**src/rtl/pot_scan_spi.sv**
```systemverilog
// Round-robin SPI master for an 8-channel 12-bit ADC that keeps the latest reading of each slide pot.
// Optional build macro POT_FILT_EN adds a per-channel 1-pole IIR smoothing filter on every pot write.
module pot_scan_spi #(
   parameter int NUM_CH   = 7,
   parameter int SCLK_DIV = 32,
   parameter int SCAN_GAP = 256
) (
   input  logic                   clk,
   input  logic                   rst_n,
   output logic                   SS_n,
   output logic                   SCLK,
   output logic                   MOSI,
   input  logic                   MISO,
   output logic [NUM_CH*12-1:0]   pots,
   output logic [NUM_CH-1:0]      pot_upd,
   output logic                   scan_done
);

   localparam int HALF    = SCLK_DIV / 2;
   localparam int CNT_MAX = (SCAN_GAP > SCLK_DIV) ? SCAN_GAP : SCLK_DIV;
   localparam int CW      = $clog2(CNT_MAX + 1);

   localparam logic [CW-1:0] GAP_LOAD  = CW'(SCAN_GAP - 1);
   localparam logic [CW-1:0] HALF_LOAD = CW'(HALF - 1);
   localparam logic [CW-1:0] PER_LOAD  = CW'(SCLK_DIV - 1);
   localparam logic [CW-1:0] HALF_VAL  = CW'(HALF);
   localparam logic [3:0]    LAST_F    = 4'(NUM_CH);

   localparam logic [2:0] ST_GAP   = 3'd0;
   localparam logic [2:0] ST_SETUP = 3'd1;
   localparam logic [2:0] ST_SHIFT = 3'd2;
   localparam logic [2:0] ST_HOLD  = 3'd3;
   localparam logic [2:0] ST_DESEL = 3'd4;

   logic [2:0]    state;
   logic [CW-1:0] cnt;
   logic [3:0]    bit_cnt;
   logic [3:0]    frame;
   logic [11:0]   shift_in;
   logic [2:0]    addr;
   logic [15:0]   mosi_word;
   logic          cnt_zero;
   logic          hold_done;
   logic [11:0]   new_val;
   logic [11:0]   pot_r [NUM_CH];

   always_comb begin
      cnt_zero  = (cnt == '0);
      addr      = (frame < LAST_F) ? frame[2:0] : 3'd0;
      mosi_word = {2'b00, addr, 11'd0};
      hold_done = (state == ST_HOLD) && cnt_zero && (frame != 4'd0);
   end

   // Only the last 12 bits clocked in survive, so bits 15:12 of the ADC word fall out naturally.
   always_ff @(posedge clk or negedge rst_n) begin
      if (!rst_n) begin
         state    <= ST_GAP;
         cnt      <= GAP_LOAD;
         bit_cnt  <= 4'd0;
         frame    <= 4'd0;
         shift_in <= 12'd0;
      end else begin
         case (state)
            ST_GAP: begin
               if (cnt_zero) begin
                  state <= ST_SETUP;
                  cnt   <= HALF_LOAD;
                  frame <= 4'd0;
               end else begin
                  cnt <= cnt - CW'(1);
               end
            end
            ST_SETUP: begin
               if (cnt_zero) begin
                  state   <= ST_SHIFT;
                  cnt     <= PER_LOAD;
                  bit_cnt <= 4'd0;
               end else begin
                  cnt <= cnt - CW'(1);
               end
            end
            ST_SHIFT: begin
               if (cnt == HALF_LOAD) begin
                  shift_in <= {shift_in[10:0], MISO};
               end
               if (cnt_zero) begin
                  if (bit_cnt == 4'd15) begin
                     state <= ST_HOLD;
                     cnt   <= HALF_LOAD;
                  end else begin
                     bit_cnt <= bit_cnt + 4'd1;
                     cnt     <= PER_LOAD;
                  end
               end else begin
                  cnt <= cnt - CW'(1);
               end
            end
            ST_HOLD: begin
               if (cnt_zero) begin
                  state <= ST_DESEL;
                  cnt   <= PER_LOAD;
               end else begin
                  cnt <= cnt - CW'(1);
               end
            end
            ST_DESEL: begin
               if (cnt_zero) begin
                  if (frame == LAST_F) begin
                     state <= ST_GAP;
                     cnt   <= GAP_LOAD;
                  end else begin
                     frame <= frame + 4'd1;
                     state <= ST_SETUP;
                     cnt   <= HALF_LOAD;
                  end
               end else begin
                  cnt <= cnt - CW'(1);
               end
            end
            default: begin
               state <= ST_GAP;
               cnt   <= GAP_LOAD;
            end
         endcase
      end
   end

   // Pins are registered from the current state, so every pin lags the FSM by one clk.
   always_ff @(posedge clk or negedge rst_n) begin
      if (!rst_n) begin
         SS_n <= 1'b1;
         SCLK <= 1'b1;
         MOSI <= 1'b0;
      end else begin
         SS_n <= !((state == ST_SETUP) || (state == ST_SHIFT) || (state == ST_HOLD));
         SCLK <= (state != ST_SHIFT) || (cnt < HALF_VAL);
         if ((state == ST_SHIFT) && (cnt == PER_LOAD)) begin
            MOSI <= mosi_word[4'd15 - bit_cnt];
         end
      end
   end

`ifdef POT_FILT_EN
   logic               primed [NUM_CH];
   logic [11:0]        cur_pot;
   logic               cur_primed;
   logic signed [13:0] diff;
   logic signed [13:0] step;
   logic signed [13:0] sum;

   always_comb begin
      cur_pot    = 12'd0;
      cur_primed = 1'b0;
      for (int i = 0; i < NUM_CH; i++) begin
         if (frame == 4'(i + 1)) begin
            cur_pot    = pot_r[i];
            cur_primed = primed[i];
         end
      end
      diff = $signed({2'b00, shift_in}) - $signed({2'b00, cur_pot});
      step = diff >>> 2;
      sum  = $signed({2'b00, cur_pot}) + step;
      if (!cur_primed) begin
         new_val = shift_in;
      end else if (sum < 14'sd0) begin
         new_val = 12'd0;
      end else if (sum > 14'sd4095) begin
         new_val = 12'hFFF;
      end else begin
         new_val = sum[11:0];
      end
   end

   always_ff @(posedge clk or negedge rst_n) begin
      if (!rst_n) begin
         for (int i = 0; i < NUM_CH; i++) primed[i] <= 1'b0;
      end else begin
         for (int i = 0; i < NUM_CH; i++) begin
            if (hold_done && (frame == 4'(i + 1))) primed[i] <= 1'b1;
         end
      end
   end
`else
   always_comb new_val = shift_in;
`endif

   // Frame f carries the reply to frame f-1's address, hence pot index frame-1.
   always_ff @(posedge clk or negedge rst_n) begin
      if (!rst_n) begin
         for (int i = 0; i < NUM_CH; i++) pot_r[i] <= 12'd0;
         pot_upd   <= '0;
         scan_done <= 1'b0;
      end else begin
         for (int i = 0; i < NUM_CH; i++) begin
            pot_upd[i] <= hold_done && (frame == 4'(i + 1));
            if (hold_done && (frame == 4'(i + 1))) pot_r[i] <= new_val;
         end
         scan_done <= hold_done && (frame == LAST_F);
      end
   end

   for (genvar g = 0; g < NUM_CH; g++) begin : g_pots
      assign pots[12*g +: 12] = pot_r[g];
   end

endmodule

```
**config.mk**
```make
export PLATFORM = sky130hd
export DESIGN_NAME = pot_scan_spi
export DESIGN_NICKNAME = d
export VERILOG_FILES = /design/src/rtl/pot_scan_spi.sv
export SDC_FILE = /design/constraint.sdc
export NUM_CORES = 1
export LEC_CHECK = 0
export ABC_CLOCK_PERIOD_IN_PS = 3070
export BUFFER_PORTS_ARGS = -buffer_cell sky130_fd_sc_hd__buf_2
export CORE_MARGIN = 2
export CORE_UTILIZATION = 55
export DETAILED_ROUTE_END_ITERATION = 7
export PLACE_DENSITY = 0.78
export SLEW_MARGIN = 20
export SYNTH_ARGS = -nofsm -noshare
export SYNTH_HDL_FRONTEND = slang
export SYNTH_SLANG_ARGS = --single-unit
```
**constraint.sdc**
```tcl
create_clock -name clk -period 3.07 [get_ports clk]
set_input_delay 0.1535 -clock clk [delete_from_list [all_inputs] [get_ports clk]]
set_output_delay 0.1535 -clock clk [all_outputs]
set_load 0.02 [all_outputs]
```
==> flow_metrics.tcl <==
set metrics [dict create \
    outcome "complete, no violations" \
    worstReg2RegStart "cnt[0]$_DFF_PN1_" \
    maxCapViolCount 0 \
    postRouteAntennaNets 0 \
    synth_cell_types 50 \
    core-area_sq_mm 0.00928 \
    die_h_microns 102 \
    cp.required_ns 3.46 \
    setup.worst_path.start_class "register" \
    std_cell_rows 35 \
    grt_pass1_wl_microns 19900 \
    numCtsBuffers 17 \
    final_max_slew_viol_count 0 \
    synth_top_area_frac 0.549 \
    yosysSeqAreaShare 0.599 \
    setup_tns_ns 0 \
    drive_gt1_frac 0.442 \
    layout_setup_ws_ns 0.353 \
    clkLatencyLatePin_ns 0.52 \
    pin_count 98 \
    critical_path_class "reg -> reg" \
    arrival_ns 3.11 \
    synthFlopType "dfrtp_1" \
    ys_ff_latch 126 \
    fin_crit_ns 2.72 \
    routed_wirelength_microns 12500 \
    nNetsFinal 504 \
    cp_max_fo 12 \
    cts-resized-gates 0 \
    wl_per_cell_microns 19.7 \
    post-place-ws_ns 0.430 \
    grt_start_max_net_pins 73 \
    path_buf_inv 1 \
    min_path_type "in -> async" \
    io_buffer_count 97 \
    vdd_drop_max_mv 0.470 \
    cts_buffer_depth 2 \
    path_depth 6 \
    cp_slowest_cell "or4b_1" \
    fmax_ghz 0.368 \
    clock-sinks 126 \
    path_cells "inv_1, ha_1, or4b_1, nor4_4, nand3_2, mux2_1" \
    die_width_microns 102 \
    path_clk_slew_ns 0.06 \
    finClkSkew_ns 0.0122 \
    die-area_sq_mm 0.0104 \
    worst_slew_pin_slew_ns 0.742 \
    synth_edf_count 0 \
    via_per_inst 5.68 \
    fillerInstances 643 \
    finalHoldViolCount 0 \
    initial_core_util 0.570 \
    grt_use_total 0.257 \
    postCtsSetupBuffers 0 \
    synthArstFlopShare 1.00 \
    setup_viol 0 \
    cts_tree "done" \
    antenna_found_initial 0 \
    endpoint_kind "register" \
    gp_congestion 0.873 \
    cts-htree-levels 4 \
    rsz0062_at_grt "false" \
    syn_area_sq_mm 0.00529 \
    holdWs_ns 0.221 \
    power_leakage_nw 3.52 \
    drc_errors 0 \
    cp_top_family "simple AND/OR/NAND/NOR gates" \
    avgSynthCellArea_sq_um 13.9 \
    reg2reg_depth 6 \
    synth_area_leader_cell "dfrtp_1" \
    synth.area.top_cells "dfrtp_1, mux2_2, mux2_1" \
    hold_buffers 2 \
    overflow 0 \
    final_util 0.706 \
    drt_iter0_drc 214 \
    power_density_mw_per_mm2 555 \
    reg2reg_slack_ns 0.35 \
    dr.pass1.iters 6 \
    grt_pass1_vias 3688 \
    slew_headroom 0.506 \
    timing.final.crit_share 0.885 \
    area_delta_synth_final_pct 23.9 \
    root_buffer "clkbuf_8" \
    num_vias 3610 \
    yosysWarnings 0 \
    postSynthCellCount 381 \
    syn_nets 391 \
    worstReg2RegEnd "pots[20]$_DFFE_PN0P_" \
    antennaDiodeCount 0 \
    dp_hpwl_microns 8200 \
    cpPeakStageDelay_ns 0.61 \
]
==> layout make-up <==
cell class                      count  area (sq um)  share of cell area
Multi-Input combinational cell    229          2000               0.306
Sequential cell                   126          3170               0.483
Timing Repair Buffer              112           618              0.0944
Inverter                            8          30.0             0.00458
Clock inverter                     14           143              0.0218
Clock buffer                       18           428              0.0653
Tap cell                          129           161              0.0246
==> state kept, by name (all words and copies together) (netlist names) <==
name and cells:
cnt 9, pots 84, pot_upd 7, bit_cnt 4
new_val 12, SS_n 1, SCLK 1, frame 4
MOSI 1, state 3
==> cell usage in the layout, fill, tap and decap left out, drive strengths merged, types with 5 or more instances in the layout <==
master  instances
dfrtp         116
ha              7
and3            8
nand2          17
nor4            6
nor3b           6
nor3            9
nand3          13
a21oi           5
dfstp          10
mux2           96
inv            17
buf           110
clkbuf         18
o21ai          10
nor2            9
==> how the worst max path moves through the flow <==
stage | endpoint | from | slack [ns]
finish | pots[20]$_DFFE_PN0P_ | cnt[0]$_DFF_PN1_ | 0.35
floorplan | pots[38]$_DFFE_PN0P_ | cnt[0]$_DFF_PN1_ | 0.67
global placement | pots[17]$_DFFE_PN0P_ | cnt[0]$_DFF_PN1_ | 0.54
global route | pots[20]$_DFFE_PN0P_ | cnt[0]$_DFF_PN1_ | 0.23
CTS | pots[20]$_DFFE_PN0P_ | cnt[0]$_DFF_PN1_ | 0.36
detailed placement | pots[21]$_DFFE_PN0P_ | cnt[0]$_DFF_PN1_ | 0.43
==> layer usage <==
metal | global-route usage | part of all wire
met3 | 0.0588 | 0.052
met2 | 0.420 | 0.50
met5 | 0 | 0
met1 | 0.341 | 0.44
met4 | 0.0903 | 0.010
==> report_power, final <==
| part | switching (mW) | internal, mW | leakage [nW] |
|---|---|---|---|
| clock | 0.810 | 1.12 | 0.273 |
| combinational | 0.0313 | 0.00608 | 1.54 |
| sequential | 0.00160 | 1.66 | 1.71 |
==> worst register-to-register path: cells and delay by family (launching register included) <==
| kind | cells | cell delay [ns] |
|---|---|---|
| simple gates | 3 | 1.46 |
| mux | 1 | 0.47 |
| flops | 1 | 0.39 |
| fa+ha+maj | 1 | 0.22 |
| buf+inv | 1 | 0.06 |
==> Yosys cell counts (2+ instances only) <==
cell	instances
a21o_1	2
a21oi_1	5
and3_1	8
and3b_1	2
buf_2	8
buf_4	3
clkbuf_1	5
dfrtp_1	116
dfstp_2	10
ha_1	7
inv_1	8
mux2_1	34
mux2_2	62
mux2i_1	3
nand2_1	17
nand3_1	10
nand3_2	3
nand3b_1	2
nand4_1	3
nand4b_1	2
nor2_1	9
nor3_1	9
nor3b_1	6
nor4_1	3
nor4_4	3
o21ai_0	10
o31ai_1	4
or3_1	4
xor2_1	2
==> per-stage QoR <==
| step | instance area (sq um) | total power [mW] | instances |
|---|---|---|---|
| 4_1_cts | 6550 | 3.65 | 636 |
| 5_1_grt | 6550 | 3.75 | 636 |
| 2_1_floorplan | 5290 | 1.69 | 381 |
| 3_5_place_dp | 5960 | 1.73 | 602 |
| 6_report | 6550 | 3.63 | 636 |
| 3_3_place_gp | 5960 | 1.73 | 602 |
==> cell families after synthesis <==
logic type               after synthesis  share of synthesized area
buffers and inverters                 26                     0.0239
multiplexers                          99                      0.210
XOR/XNOR                               3                    0.00497
flip-flops                           126                      0.599
adder cells (fa/ha/maj)                7                     0.0166
AO/OA/AOI/OAI                         31                     0.0388
AND/OR/NAND/NOR                       89                      0.107
(Power assumes the default switching activity.)
